### src/rtl/hh_exp_arbiter.sv
// Round-robin arbiter sharing one CORDIC exp engine among the HH rate-function requesters.
// Sequences the engine through start/done and aborts a hung engine with a watchdog.
module hh_exp_arbiter #(
   parameter int NREQ    = 6,
   parameter int W       = 22,
   parameter int TIMEOUT = 64
) (
   input  logic              clk,
   input  logic              rst,
   input  logic [NREQ-1:0]   req_valid,
   input  logic [NREQ*W-1:0] req_x,
   output logic [NREQ-1:0]   rsp_valid,
   output logic [W-1:0]      rsp_data,
   output logic              rsp_err,
   output logic              eng_start,
   output logic [W-1:0]      eng_x,
   output logic              eng_rst,
   input  logic [W-1:0]      eng_result,
   input  logic              eng_done,
   output logic              busy
);

   localparam int PW = (NREQ > 1) ? $clog2(NREQ) : 1;
   localparam int CW = $clog2(TIMEOUT);

   typedef enum logic [1:0] {IDLE, ISSUE, WAIT, RESP} state_t;

   state_t          state_q, state_d;
   logic [PW-1:0]   ptr_q, ptr_d;
   logic [PW-1:0]   gnt_q, gnt_d;
   logic [CW-1:0]   cnt_q, cnt_d;
   logic            abort_q, abort_d;
   logic [NREQ-1:0] rspValid_q, rspValid_d;
   logic [W-1:0]    rspData_q, rspData_d;
   logic            rspErr_q, rspErr_d;
   logic            engStart_q, engStart_d;
   logic [W-1:0]    engX_q, engX_d;
   logic            engRst_q, engRst_d;
   logic            busy_q, busy_d;

   logic            found;
   logic [PW-1:0]   pick;
   logic [PW:0]     sum;
   logic [NREQ-1:0] gntMask;

   // Cyclic search starting just above the last grant; the first pending requester wins.
   always_comb begin
      found = 1'b0;
      pick  = '0;
      sum   = '0;
      for (int i = 1; i <= NREQ; i++) begin
         sum = {1'b0, ptr_q} + (PW+1)'(i);
         if (sum >= (PW+1)'(NREQ)) sum = sum - (PW+1)'(NREQ);
         if (!found && req_valid[sum[PW-1:0]]) begin
            found = 1'b1;
            pick  = sum[PW-1:0];
         end
      end
   end

   always_comb begin
      gntMask = '0;
      for (int j = 0; j < NREQ; j++) gntMask[j] = (gnt_q == PW'(j));
   end

   always_comb begin
      state_d    = state_q;
      ptr_d      = ptr_q;
      gnt_d      = gnt_q;
      cnt_d      = cnt_q;
      abort_d    = abort_q;
      engX_d     = engX_q;
      engStart_d = 1'b0;
      engRst_d   = 1'b0;
      rspValid_d = '0;
      rspData_d  = '0;
      rspErr_d   = 1'b0;
      busy_d     = busy_q;
      case (state_q)
         IDLE: begin
            if (found) begin
               gnt_d = pick;
               ptr_d = pick;
               for (int j = 0; j < NREQ; j++) begin
                  if (pick == PW'(j)) engX_d = req_x[j*W +: W];
               end
               engStart_d = 1'b1;
               busy_d     = 1'b1;
               state_d    = ISSUE;
            end
         end
         ISSUE: begin
            cnt_d   = CW'(1);
            abort_d = 1'b0;
            state_d = WAIT;
         end
         WAIT: begin
            // After a timeout, one extra cycle lets eng_rst land before the error response.
            if (abort_q) begin
               rspValid_d = gntMask;
               rspErr_d   = 1'b1;
               state_d    = RESP;
            end else if (eng_done) begin
               rspValid_d = gntMask;
               rspData_d  = eng_result;
               state_d    = RESP;
            end else if (cnt_q == CW'(TIMEOUT-1)) begin
               abort_d  = 1'b1;
               engRst_d = 1'b1;
            end else begin
               cnt_d = cnt_q + CW'(1);
            end
         end
         RESP: begin
            abort_d = 1'b0;
            busy_d  = 1'b0;
            state_d = IDLE;
         end
         default: state_d = IDLE;
      endcase
   end

   always_ff @(posedge clk) begin
      if (rst) begin
         state_q    <= IDLE;
         ptr_q      <= PW'(NREQ-1);
         gnt_q      <= '0;
         cnt_q      <= '0;
         abort_q    <= 1'b0;
         rspValid_q <= '0;
         rspData_q  <= '0;
         rspErr_q   <= 1'b0;
         engStart_q <= 1'b0;
         engX_q     <= '0;
         engRst_q   <= 1'b0;
         busy_q     <= 1'b0;
      end else begin
         state_q    <= state_d;
         ptr_q      <= ptr_d;
         gnt_q      <= gnt_d;
         cnt_q      <= cnt_d;
         abort_q    <= abort_d;
         rspValid_q <= rspValid_d;
         rspData_q  <= rspData_d;
         rspErr_q   <= rspErr_d;
         engStart_q <= engStart_d;
         engX_q     <= engX_d;
         engRst_q   <= engRst_d;
         busy_q     <= busy_d;
      end
   end

   assign rsp_valid = rspValid_q;
   assign rsp_data  = rspData_q;
   assign rsp_err   = rspErr_q;
   assign eng_start = engStart_q;
   assign eng_x     = engX_q;
   assign eng_rst   = engRst_q;
   assign busy      = busy_q;

endmodule

### config.mk
export PLATFORM = sky130hd
export DESIGN_NAME = hh_exp_arbiter
export DESIGN_NICKNAME = d
export VERILOG_FILES = /design/src/rtl/hh_exp_arbiter.sv
export SDC_FILE = /design/constraint.sdc
export NUM_CORES = 1
export LEC_CHECK = 0
export CORE_ASPECT_RATIO = 1.4
export CORE_MARGIN = 5
export CORE_UTILIZATION = 30
export CTS_CLUSTER_SIZE = 20
export DETAILED_ROUTE_END_ITERATION = 10
export PLACE_DENSITY_LB_ADDON = 0.05
export SLEW_MARGIN = 30
export SYNTH_ARGS = -nofsm -noshare
export SYNTH_HDL_FRONTEND = slang
export SYNTH_SLANG_ARGS = --single-unit
### constraint.sdc
create_clock -name clk -period 10.2 [get_ports clk]
set_clock_uncertainty 0.15 [all_clocks]
set_input_delay 1.53 -clock clk [delete_from_list [all_inputs] [get_ports clk]]
set_output_delay 1.53 -clock clk [all_outputs]
set_load 0.02 [all_outputs]
==> impl_metrics.json <==
{
  "status": "completed",
  "hold_depth": 2,
  "synth.distinct_cells": 65,
  "maxClockFrequency_mhz": 187.9,
  "grt-ovfl-total": 0,
  "power_leakage_uw": 0.002878,
  "areaGrowthSynthToFinish_pct": 56.29,
  "rows": 53,
  "synthXorXnorAreaFrac_pct": 1.884,
  "swShare_pct": 44.12,
  "clockRootBuffer": "clkbuf_16",
  "max_stage_delay_ns": 0.76,
  "grtUsageTotal_pct": 18.29,
  "seqCellArea_um2": 1361,
  "antenna_cells": 0,
  "synth_ff_type": "dfxtp_1",
  "cts_max_path_buffers": 2,
  "die_h_um": 157.3,
  "cts_setup_buffers": 0,
  "cts.hold.buffers_added": 0,
  "seqPwrFrac_pct": 14.8,
  "gp_congestion": 0.8925,
  "hp-start": "eng_x[15]",
  "drt_iter0_drc": 224,
  "stdcell_count": 905,
  "io_pins": 217,
  "cpMaxStageDelayCell": "ha_1",
  "dp.cells": 889,
  "antenna_found_initial": 0,
  "ys_seq_area_share_pct": 29.29,
  "crit_buf_inv": 3,
  "core_region_area_um2": 15120,
  "drv_cap": 0,
  "finalCritPeriodShare_pct": 52.16,
  "fin_crit_ns": 5.321,
  "cts_tree": "built",
  "crit_fanout": 31,
  "yosys.area_share.adder_pct": 4.576,
  "dp_hpwl_um": 13570,
  "power_switching_uw": 1089,
  "routed_wl_um": 16830,
  "startpoint": "ptr_q[1]",
  "cp.arrival_ns": 5.41,
  "min_path_type": "register to register",
  "synthMuxAreaShare_pct": 22.56,
  "port_buffers": 216,
  "r2r_end": "eng_x[7]",
  "multi_input_area_um2": 3048,
  "maxSlewHeadroom_pct": 51.91,
  "combPwrFrac_pct": 71.4,
  "clk_latency_ns": 0.33,
  "yosys_warnings": 0,
  "synth_top_family_by_area": "multiplexers",
  "rsz0062_at_grt": "false",
  "report.final.slew_viol_count": 0,
  "clock_sinks": 68,
  "synth-compound-area-share_pct": 17.36,
  "cts_resized": 0,
  "cts_made_buffers": 9,
  "power_density_nw_per_um2": 339.8,
  "tightestPinTransition_ns": 0.7190,
  "timing.rr.start": "ptr_q[1]",
  "clockPowerShare_pct": 13.9,
  "die_x_um": 115.2,
  "drc": 0,
  "tns_ns": 0,
  "syn_nets": 684,
  "grt_max_degree": 32,
  "clkTransAtPathRegs_ns": 0.06,
  "die_area_um2": 18120,
  "nets": 888,
  "detail-route-antenna-nets": 0,
  "grt_pass1_wl_um": 25850,
  "ys_ff_latch": 68,
  "synthArstFlopShare_pct": 0,
  "final_cell_mix": "clkdlybuf4s50_1 (216), dfxtp_1 (68), mux2i_1 (67)",
  "drive_gt1_share_pct": 11.22,
  "crit_chain": "clkinv_1 > ha_1 > clkinv_1 > xnor2_1 > or3_1 > nand4_2 > or3_1 > and4bb_4 > or2_2 > buf_4 > mux2i_1 > mux2_2 > o221ai_2",
  "synth_edf_count": 0,
  "cp-end-kind": "register",
  "wire_per_inst_um": 18.59,
  "syn_area_per_cell_um2": 9.223,
  "mostFrequentLayoutCell": "clkdlybuf4s50_1",
  "path_delay_family": "simple AND/OR/NAND/NOR gates",
  "finalSetupViolations": 0,
  "r2r_slack_ns": 4.88,
  "syn_area_um2": 4648,
  "synthSimpleGateAreaFrac_pct": 18.65,
  "routed_via_density": 5.052,
  "start_util_pct": 30.74,
  "htreeDepth": 3,
  "worstSetupStartpointType": "register",
  "dr.pass1.iters": 5,
  "path_class": "register to register",
  "peakVddDrop_mv": 0.2407,
  "grt_pass1_vias": 4855,
  "crit_required_ns": 10.29,
  "hold_viol_final": 0,
  "syn_inst": 504,
  "fill_cells": 1499,
  "reg2reg_depth": 13,
  "power.internal_uw": 1379,
  "vias": 4572,
  "min_to": "eng_x[15]"
}
==> sequential cells by signal, indices dropped and copies added, names as in the netlist <==
register   flops
eng_x         22
cnt_q          6
ptr_q          3
rsp_data      22
eng_rst        1
abort_q        1
state_q        2
busy           1
eng_start      1
rsp_err        1
rsp_valid      6
gnt_q          2
==> stage by stage <==
step | area (um^2) | setup slack (ns) | hold slack, ns | power [uW] | utilization (%)
after detailed placement | 6937 | 4.632 | 0.3017 | 2140 | 45.88
final | 7264 | 4.879 | 0.3175 | 2468 | 48.05
after CTS | 7264 | 4.848 | 0.3204 | 2495 | 48.05
after floorplan | 4648 | 5.906 | 0.2879 | 1743 | -
after global routing | 7264 | 4.447 | 0.3451 | 2648 | 48.05
after global placement | 6907 | 4.513 | 0.2966 | 2082 | 45.68
==> kinds of logic (layout without fill, tap and decap cells) <==
family          after synthesis  count (layout)
fa+ha+maj                    17              17
buf+inv                      43             252
flops                        68              68
mux                          98              98
compound gates              100             100
simple gates                168             168
xor+xnor                     10              10
==> tightest hold or removal path: cells and delay by family, from the launching register on <==
family,cells,cell delay (ns)
AND/OR/NAND/NOR,1,0.06
flip-flops,1,0.32
AO/OA/AOI/OAI,1,0.05
==> worst max-delay path by stage <==
| stage | depth (start not counted) | slack (ns) | to |
|---|---|---|---|
| 3_5_place_dp | 12 | 4.63 | eng_x[15] |
| 5_1_grt | 13 | 4.45 | eng_x[15] |
| 3_3_place_gp | 10 | 4.51 | eng_x[0] |
| 6_report | 13 | 4.88 | eng_x[7] |
| 2_1_floorplan | 15 | 5.91 | eng_x[1] |
| 4_1_cts | 13 | 4.85 | eng_x[15] |
==> cell usage after synthesis (2+ instances only) <==
master	count	area share, %
clkinv_1	2	0.16
nor4b_1	2	0.38
nand3_1	12	1.3
mux2i_1	67	14
mux2_2	25	6.1
a211oi_1	6	0.97
buf_12	2	0.86
buf_4	4	0.65
xor2_1	5	0.94
o21bai_1	2	0.32
a31oi_1	2	0.27
mux2_4	4	1.3
nand2b_1	6	0.81
xnor2_1	5	0.94
nor2b_1	2	0.27
nor2_1	35	2.8
nand4_1	7	0.94
and3_1	5	0.67
dfxtp_1	68	29
nor4_1	5	0.67
inv_1	10	0.81
nand3b_1	3	0.48
clkbuf_1	14	1.1
o221ai_2	16	5.2
and2_1	24	3.2
o221ai_1	4	0.75
or3_1	8	1.1
a211o_1	3	0.57
o32ai_1	2	0.38
buf_2	5	0.54
o21ai_0	9	0.97
ha_1	17	4.6
buf_6	5	1.2
o21a_1	2	0.32
nand2_1	44	3.6
a21oi_1	35	3.8
nor3_1	7	0.75
a221oi_1	3	0.57
==> layout make-up <==
class / instances / area share [%]
multi-input combinational: 393 / 41.96
timing repair buffer: 224 / 30.86
sequential: 68 / 18.74
clock buffer: 11 / 3.341
tap: 192 / 3.307
clock inverter: 5 / 1.171
inverter: 12 / 0.6200
==> power by group through the flow <==
| stage | Combinational, uW | Sequential (uW) | Clock, uW |
|---|---|---|---|
| after floorplan | 1340 | 403 | 0 |
| after global placement | 1720 | 366 | 0 |
| after detailed placement | 1770 | 368 | 0 |
| after CTS | 1780 | 364 | 351 |
| after global routing | 1910 | 370 | 364 |
| final | 1760 | 364 | 342 |
==> routing by layer <==
layer	global-route usage [%]	share of wire, %	vias up
met5	0	0	-
met1	18.67	36	2110
li1	-	-	2262
met3	7.000	8.3	24
met2	33.91	53	176
met4	5.817	2.3	0
Note: power is estimated with default switching activity, not from simulation.
